$ cat src/rtl/fp_mul_pkg.sv
// Shared constants, class codes and special-value builders for the approximate FP multiplier.
package fp_mul_pkg;

  localparam int unsigned DEF_EXP_WIDTH = 8;
  localparam int unsigned DEF_MAN_WIDTH = 23;
  localparam int unsigned DEF_BIAS      = (1 << (DEF_EXP_WIDTH - 1)) - 1;
  localparam int unsigned MAX_W         = 64;

  localparam logic [1:0] ACC_EXACT   = 2'd0;
  localparam logic [1:0] ACC_HALF    = 2'd1;
  localparam logic [1:0] ACC_QUARTER = 2'd2;
  localparam logic [1:0] ACC_EIGHTH  = 2'd3;

  typedef enum logic [1:0] {ZERO, NORMAL, INF, NAN} fp_class_e;

  typedef enum logic [1:0] {SpNone, SpZero, SpInf, SpNan} special_e;

  function automatic fp_class_e classify(logic exp_ones, logic exp_zero, logic man_nz);
    fp_class_e c;
    if (exp_ones) begin
      if (man_nz) c = NAN;
      else        c = INF;
    end else if (exp_zero) begin
      c = ZERO;
    end else begin
      c = NORMAL;
    end
    return c;
  endfunction

  function automatic logic [MAX_W-1:0] qnan_word(int unsigned ew, int unsigned mw);
    logic [MAX_W-1:0] r;
    r = '0;
    for (int unsigned i = 0; i < ew; i++) r[mw+i] = 1'b1;
    r[mw-1] = 1'b1;
    return r;
  endfunction

  function automatic logic [MAX_W-1:0] inf_word(logic sign, int unsigned ew, int unsigned mw);
    logic [MAX_W-1:0] r;
    r = '0;
    for (int unsigned i = 0; i < ew; i++) r[mw+i] = 1'b1;
    r[ew+mw] = sign;
    return r;
  endfunction

  // Ones over the top T stored-mantissa bits; T = mw for exact mode, else mw >> mode.
  function automatic logic [MAX_W-1:0] trunc_mask(logic [1:0] mode, int unsigned mw);
    logic [MAX_W-1:0] r;
    int unsigned keep;
    keep = (mode == ACC_EXACT) ? mw : (mw >> mode);
    for (int unsigned i = 0; i < MAX_W; i++) r[i] = (i < mw) && (i >= mw - keep);
    return r;
  endfunction

endpackage

$ cat src/rtl/fp_mul_mant_core.sv
// Stage-2 mantissa multiplier: applies the accuracy truncation mask, registers the exact product.
module fp_mul_mant_core
  import fp_mul_pkg::*;
#(
  parameter int unsigned MAN_WIDTH = DEF_MAN_WIDTH
) (
  input  logic                   Clk,
  input  logic                   Rst_n,
  input  logic                   en,
  input  logic [MAN_WIDTH-1:0]   man_x,
  input  logic [MAN_WIDTH-1:0]   man_y,
  input  logic [1:0]             mode,
  output logic [2*MAN_WIDTH+1:0] prod
);

  localparam int unsigned PW = 2 * (MAN_WIDTH + 1);

  logic [MAN_WIDTH-1:0] mask;
  logic [MAN_WIDTH:0]   op_x, op_y;

  always_comb begin
    mask = MAN_WIDTH'(trunc_mask(mode, MAN_WIDTH));
    op_x = {1'b1, man_x & mask};
    op_y = {1'b1, man_y & mask};
  end

  always_ff @(posedge Clk or negedge Rst_n) begin
    if (!Rst_n)  prod <= '0;
    else if (en) prod <= PW'(op_x) * PW'(op_y);
  end

endmodule

$ cat src/rtl/fp_mul_pipe.sv
// Three-stage approximate FP multiplier with valid/ready stall.
// Optional Status output enabled by FP_MUL_STATUS_EN.
module fp_mul_pipe
  import fp_mul_pkg::*;
#(
  parameter int unsigned EXP_WIDTH = DEF_EXP_WIDTH,
  parameter int unsigned MAN_WIDTH = DEF_MAN_WIDTH
) (
  input  logic                           Clk,
  input  logic                           Rst_n,
  input  logic                           In_Valid,
  output logic                           In_Ready,
  input  logic [EXP_WIDTH+MAN_WIDTH:0]   X_Input,
  input  logic [EXP_WIDTH+MAN_WIDTH:0]   Y_Input,
  input  logic [1:0]                     Acc_Mode,
  output logic                           Out_Valid,
  input  logic                           Out_Ready,
  output logic [EXP_WIDTH+MAN_WIDTH:0]   Result
`ifdef FP_MUL_STATUS_EN
  ,
  output logic [3:0]                     Status
`endif
);

  localparam int unsigned W  = EXP_WIDTH + MAN_WIDTH + 1;
  localparam int unsigned PW = 2 * (MAN_WIDTH + 1);
  localparam logic signed [EXP_WIDTH+1:0] BIAS_S  = {3'b000, {(EXP_WIDTH-1){1'b1}}};
  localparam logic signed [EXP_WIDTH+1:0] EXP_MAX = {2'b00, {EXP_WIDTH{1'b1}}};

  logic adv;
  logic out_valid_q;
  logic [W-1:0] result_q;

  assign adv       = ~out_valid_q | Out_Ready;
  assign In_Ready  = adv;
  assign Out_Valid = out_valid_q;
  assign Result    = result_q;

  // S1: unpack, classify, exponent sum
  logic                   sx, sy;
  logic [EXP_WIDTH-1:0]   ex, ey;
  logic [MAN_WIDTH-1:0]   mx, my;
  fp_class_e              cx, cy;
  special_e               kind_d;
  logic signed [EXP_WIDTH+1:0] exp_d;

  assign {sx, ex, mx} = X_Input;
  assign {sy, ey, my} = Y_Input;

  always_comb begin
    cx    = classify(&ex, ~|ex, |mx);
    cy    = classify(&ey, ~|ey, |my);
    exp_d = $signed({2'b00, ex}) + $signed({2'b00, ey}) - BIAS_S;
    if (cx == NAN || cy == NAN)                                 kind_d = SpNan;
    else if ((cx == INF && cy == ZERO) || (cx == ZERO && cy == INF)) kind_d = SpNan;
    else if (cx == INF || cy == INF)                            kind_d = SpInf;
    else if (cx == ZERO || cy == ZERO)                          kind_d = SpZero;
    else                                                        kind_d = SpNone;
  end

  logic                        v1_q, s1_sign_q;
  special_e                    s1_kind_q;
  logic signed [EXP_WIDTH+1:0] s1_exp_q;
  logic [MAN_WIDTH-1:0]        s1_mx_q, s1_my_q;
  logic [1:0]                  s1_mode_q;

  always_ff @(posedge Clk or negedge Rst_n) begin
    if (!Rst_n) begin
      v1_q      <= 1'b0;
      s1_sign_q <= 1'b0;
      s1_kind_q <= SpNone;
      s1_exp_q  <= '0;
      s1_mx_q   <= '0;
      s1_my_q   <= '0;
      s1_mode_q <= ACC_EXACT;
    end else if (adv) begin
      v1_q      <= In_Valid;
      s1_sign_q <= sx ^ sy;
      s1_kind_q <= kind_d;
      s1_exp_q  <= exp_d;
      s1_mx_q   <= mx;
      s1_my_q   <= my;
      s1_mode_q <= Acc_Mode;
    end
  end

  // S2: mantissa product plus side-band
  logic [PW-1:0]               prod;
  logic                        v2_q, s2_sign_q;
  special_e                    s2_kind_q;
  logic signed [EXP_WIDTH+1:0] s2_exp_q;

  fp_mul_mant_core #(
    .MAN_WIDTH(MAN_WIDTH)
  ) u_mant_core (
    .Clk   (Clk),
    .Rst_n (Rst_n),
    .en    (adv),
    .man_x (s1_mx_q),
    .man_y (s1_my_q),
    .mode  (s1_mode_q),
    .prod  (prod)
  );

  always_ff @(posedge Clk or negedge Rst_n) begin
    if (!Rst_n) begin
      v2_q      <= 1'b0;
      s2_sign_q <= 1'b0;
      s2_kind_q <= SpNone;
      s2_exp_q  <= '0;
    end else if (adv) begin
      v2_q      <= v1_q;
      s2_sign_q <= s1_sign_q;
      s2_kind_q <= s1_kind_q;
      s2_exp_q  <= s1_exp_q;
    end
  end

  // S3: normalise (product in [1,4)), truncate, range check, pack
  logic                        norm_hi;
  logic [MAN_WIDTH-1:0]        frac;
  logic signed [EXP_WIDTH+1:0] exp_fin;
  logic [W-1:0]                res_d;
  logic                        ovf_d, unf_d;
  logic                        unused_prod;

  always_comb begin
    norm_hi     = prod[PW-1];
    frac        = norm_hi ? prod[PW-2 -: MAN_WIDTH] : prod[PW-3 -: MAN_WIDTH];
    exp_fin     = s2_exp_q + $signed({{(EXP_WIDTH+1){1'b0}}, norm_hi});
    unused_prod = ^prod[MAN_WIDTH-1:0];
    res_d       = {s2_sign_q, {(W-1){1'b0}}};
    ovf_d       = 1'b0;
    unf_d       = 1'b0;
    case (s2_kind_q)
      SpNan:  res_d = W'(qnan_word(EXP_WIDTH, MAN_WIDTH));
      SpInf:  res_d = W'(inf_word(s2_sign_q, EXP_WIDTH, MAN_WIDTH));
      SpZero: res_d = {s2_sign_q, {(W-1){1'b0}}};
      default: begin
        if (exp_fin >= EXP_MAX) begin
          res_d = W'(inf_word(s2_sign_q, EXP_WIDTH, MAN_WIDTH));
          ovf_d = 1'b1;
        end else if (exp_fin[EXP_WIDTH+1] || exp_fin == '0) begin
          unf_d = 1'b1;
        end else begin
          res_d = {s2_sign_q, exp_fin[EXP_WIDTH-1:0], frac};
        end
      end
    endcase
  end

  always_ff @(posedge Clk or negedge Rst_n) begin
    if (!Rst_n) begin
      out_valid_q <= 1'b0;
      result_q    <= '0;
    end else if (adv) begin
      out_valid_q <= v2_q;
      result_q    <= res_d;
    end
  end

`ifdef FP_MUL_STATUS_EN
  // Approx flag: a nonzero mantissa bit fell outside the kept field.
  logic [MAN_WIDTH-1:0] keep_mask;
  logic                 approx_d, s1_approx_q, s2_approx_q;
  logic [3:0]           status_q;

  always_comb begin
    keep_mask = MAN_WIDTH'(trunc_mask(Acc_Mode, MAN_WIDTH));
    approx_d  = (Acc_Mode != ACC_EXACT) && ((|(mx & ~keep_mask)) || (|(my & ~keep_mask)));
  end

  always_ff @(posedge Clk or negedge Rst_n) begin
    if (!Rst_n) begin
      s1_approx_q <= 1'b0;
      s2_approx_q <= 1'b0;
      status_q    <= '0;
    end else if (adv) begin
      s1_approx_q <= approx_d;
      s2_approx_q <= s1_approx_q;
      status_q    <= {s2_kind_q == SpNan, ovf_d, unf_d, s2_approx_q};
    end
  end

  assign Status = status_q;
`else
  logic unused_flags;
  assign unused_flags = ovf_d ^ unf_d;
`endif

endmodule

$ cat config.mk
export PLATFORM = sky130hd
export DESIGN_NAME = fp_mul_pipe
export DESIGN_NICKNAME = d
export VERILOG_FILES = /design/src/rtl/fp_mul_pkg.sv /design/src/rtl/fp_mul_mant_core.sv /design/src/rtl/fp_mul_pipe.sv
export SDC_FILE = /design/constraint.sdc
export NUM_CORES = 2
export LEC_CHECK = 0
export ABC_AREA = 1
export CAP_MARGIN = 15
export CORE_UTILIZATION = 35
export CTS_BUF_LIST = sky130_fd_sc_hd__clkbuf_16
export DETAILED_ROUTE_END_ITERATION = 8
export SLEW_MARGIN = 20
export SYNTH_ARGS = -nofsm -noshare
export SYNTH_HDL_FRONTEND = slang
export SYNTH_SLANG_ARGS = --single-unit
$ cat constraint.sdc
create_clock -name Clk -period 6.82 [get_ports Clk]
set_clock_uncertainty 0.05 [all_clocks]
set_input_delay 0.682 -clock Clk [delete_from_list [all_inputs] [get_ports Clk]]
set_output_delay 0.682 -clock Clk [all_outputs]
set_load 0.01 [all_outputs]
==> qor.csv <==
stage,metric,value,unit
final_layout,antenna_cells,0,
routing,drt_wl_total,82700,µm
global_routing,grt_overflow,0,
worst_setup_path,startpoint_type,flip-flop,
clock_tree,clkTransAtPathRegs,0.07,ns
worst_setup_path,worstSetupPathType,reg2reg,
final_layout,nNetsFinal,4132,
synth,synth_area_leader_cell,fa_1,
routing,initialDrtViolationCount,1663,
timing,final-max-slew-violation-count,0,
timing,relSlewSlack,0.224,
global_routing,grt.busiest_layer,met2,
status,failed_checks,negative setup slack,
worst_setup_path,reg2reg_slack,-0.03,ns
global_routing,grt_pass1_wl,131000,µm
floorplan,fp.dieW,268,µm
clock_tree,cts_tree,built,
placement,place_worst_setup_slack,-0.495,ns
status,status,finished with violations,
routing,drc,0,
placement,place.gp.congestion,0.960,
global_routing,track_usage,0.243,
synth,synthesis.area,24700,µm²
final_layout,final_cells,4345,
synth,synth_seq_cells,134,
synth,syn_nets,3797,
worst_setup_path,r2r_cells,34,
timing,rsz0062_at_grt,yes,
clock_tree,clk_latency,0.50,ns
routing,drt-vias-per-instance,4.90,
timing,period_needed,6.85,ns
hold_path,hold_path.class,in2async,
global_routing,grt.met3_usage,0.0467,
final_layout,fin_util,0.446,
worst_setup_path,rr_startpoint,s1_mode_q[0]$_DFFE_PN0P_,
clock_tree,cts_made_buffers,17,
placement,dp_hpwl,69500,µm
global_routing,gr-usage-met2,0.387,
synth,ys_seq_area_frac,0.136,
clock_tree,cts.path.max_buffers,2,
global_routing,antenna_found_initial,1,
clock_tree,htreeDepth,4,
timing,setup_viol,11,
synth,synth_top_area_frac,0.390,
synth,synthCells,3057,
global_routing,grtUsageMet1,0.333,
routing,firstDrtPassIters,5,
worst_setup_path,required,7.12,ns
final_layout,drive_above_1_share,0.192,
worst_setup_path,path_common_cell,fa_1,
final_layout,final_cell_mix,"inv_1, nand2_1, fa_1",
final_layout,syn_to_final_growth,26.1,%
placement,io_buffers,103,
synth,ys_types,40,
routing,drtAntennaViolNets,0,
timing,hold_violations,0,
routing,detail_route.wl_per_cell,19.0,µm
global_routing,grt_max_degree,87,
final_layout,layout_commonest_cell,inv_1,
job,drv_cap,0,
floorplan,start_util,0.353,
timing,hold-worst-slack,0.174,ns
floorplan,die_h,268,µm
placement,dp_cells,4269,
worst_setup_path,slowest_delay,0.57,ns
synth,syn_area_per_cell,8.09,µm²
worst_setup_path,timing.rr.end,u_mant_core.prod[33]$_DFFE_PN0P_,
timing,worst_pin_slew,1.15,ns
worst_setup_path,end_kind,flip-flop,
floorplan,die-area,71700,µm²
synth,synth_area_leaders,"fa_1, dfrtp_1, inv_1, nand2_1, ha_1",
routing,vias,21300,
timing,fin_crit_sh,1.00,
floorplan,rows,97,
worst_setup_path,cp_data_arrival_time,7.15,ns
global_routing,grt_pass1_vias,22100,
clock_tree,cts_root_buffer,clkbuf_16,
worst_setup_path,worstPathMaxFanout,5,
floorplan,ios,104,
worst_setup_path,slowest_stage,fa_2,
timing,setup_slack,-0.0338,ns
final_layout,fill_cells,6876,
timing,fmax,0.146,GHz
synth,yosys_warnings,0,
clock_tree,cts.sinks,134,
floorplan,core_area,70000,µm²
## cells in the mapped netlist (all sizes together)
library cell and instances:
a211oi 1, a21boi 4, a21o 11, a21oi 65
a22o 1, a31oi 15, and3 4, buf 6
clkbuf 93, clkinv 15, dfrtp 134, fa 482
ha 188, inv 695, nand2 671, nand3 54
nand3b 8, nand4 18, nor2 368, nor3 13
nor4 13, o2111ai 1, o211ai 4, o21a 3
o21ai 156, o21bai 10, o311ai 1, or2 1
xnor2 14, xor2 8
## what timing repair did
action	CTS	global route
gates resized for setup	216	180
cloned	3	0
hold buffers	0	0
setup endpoints to repair	25	25
hold endpoints to repair	0	0
pin swaps	105	125
setup buffers	21	21
## cell type report
class | instances | area (µm²) | area share
flip-flops and latches | 134 | 3350 | 0.108
repair inverters | 2 | 11.3 | 0.000361
inverters | 710 | 2710 | 0.0868
clock buffers | 17 | 425 | 0.0136
multi-input cells | 2114 | 19700 | 0.630
repair buffers | 413 | 3710 | 0.119
well taps | 940 | 1180 | 0.0377
clock inverters | 15 | 154 | 0.00493
## cells by family after synthesis
family	Yosys count	share of synthesized area
XOR/XNOR	22	0.00855
flip-flops	134	0.136
AO/OA/AOI/OAI	272	0.0626
buffers and inverters	809	0.123
adder cells (fa/ha/maj)	670	0.485
AND/OR/NAND/NOR	1150	0.185
## flip-flops by register name (all words and copies together) (netlist names)
name and count:
Result 32, u_mant_core.prod 25, s1_mx_q 23, s1_my_q 23, s1_exp_q 10, s2_exp_q 10
s1_kind_q 2, s1_mode_q 2, s2_kind_q 2, Out_Valid 1, s1_sign_q 1, s2_sign_q 1
v1_q 1, v2_q 1
## worst max-delay path by stage
| stage | start | endpoint | slack, ns |
|---|---|---|---|
| 3_3_place_gp | s1_mode_q[1]$_DFFE_PN0P_ | u_mant_core.prod[26]$_DFFE_PN0P_ | -0.48 |
| 3_5_place_dp | s1_mode_q[1]$_DFFE_PN0P_ | u_mant_core.prod[26]$_DFFE_PN0P_ | -0.49 |
| 6_report | s1_mode_q[0]$_DFFE_PN0P_ | u_mant_core.prod[33]$_DFFE_PN0P_ | -0.03 |
| 5_1_grt | s1_mode_q[0]$_DFFE_PN0P_ | u_mant_core.prod[42]$_DFFE_PN0P_ | -0.30 |
| 2_1_floorplan | s1_mode_q[1]$_DFFE_PN0P_ | u_mant_core.prod[34]$_DFFE_PN0P_ | 0.004 |
| 4_1_cts | s1_mode_q[0]$_DFFE_PN0P_ | u_mant_core.prod[34]$_DFFE_PN0P_ | -0.04 |
## per-stage QoR
step / instance area (µm²) / setup TNS [ns]
4_1_cts: 30400 / -0.178
6_report: 31200 / -0.245
5_1_grt: 31200 / -5.85
3_5_place_dp: 28800 / -8.44
3_3_place_gp: 28800 / -7.78
2_1_floorplan: 24800 / 0
## worst max-delay path, delay by kind of cell, from the launching register on
kind | cells | cell delay (ns)
fa+ha+maj | 9 | 4.26
simple gates | 15 | 1.14
buf+inv | 9 | 0.78
flops | 1 | 0.39
compound gates | 1 | 0.08
## per-layer routing
| metal | routed length [µm] | vias up |
|---|---|---|
| met3 | 6420 | 113 |
| met2 | 38100 | 790 |
| li1 | - | 9740 |
| met4 | 2690 | 0 |
| met1 | 35400 | 10600 |
| met5 | 0 | - |
Power is left out: the tool's default activity adds up to more than one toggle a clock period on the data nets, which glitch-free logic cannot reach.
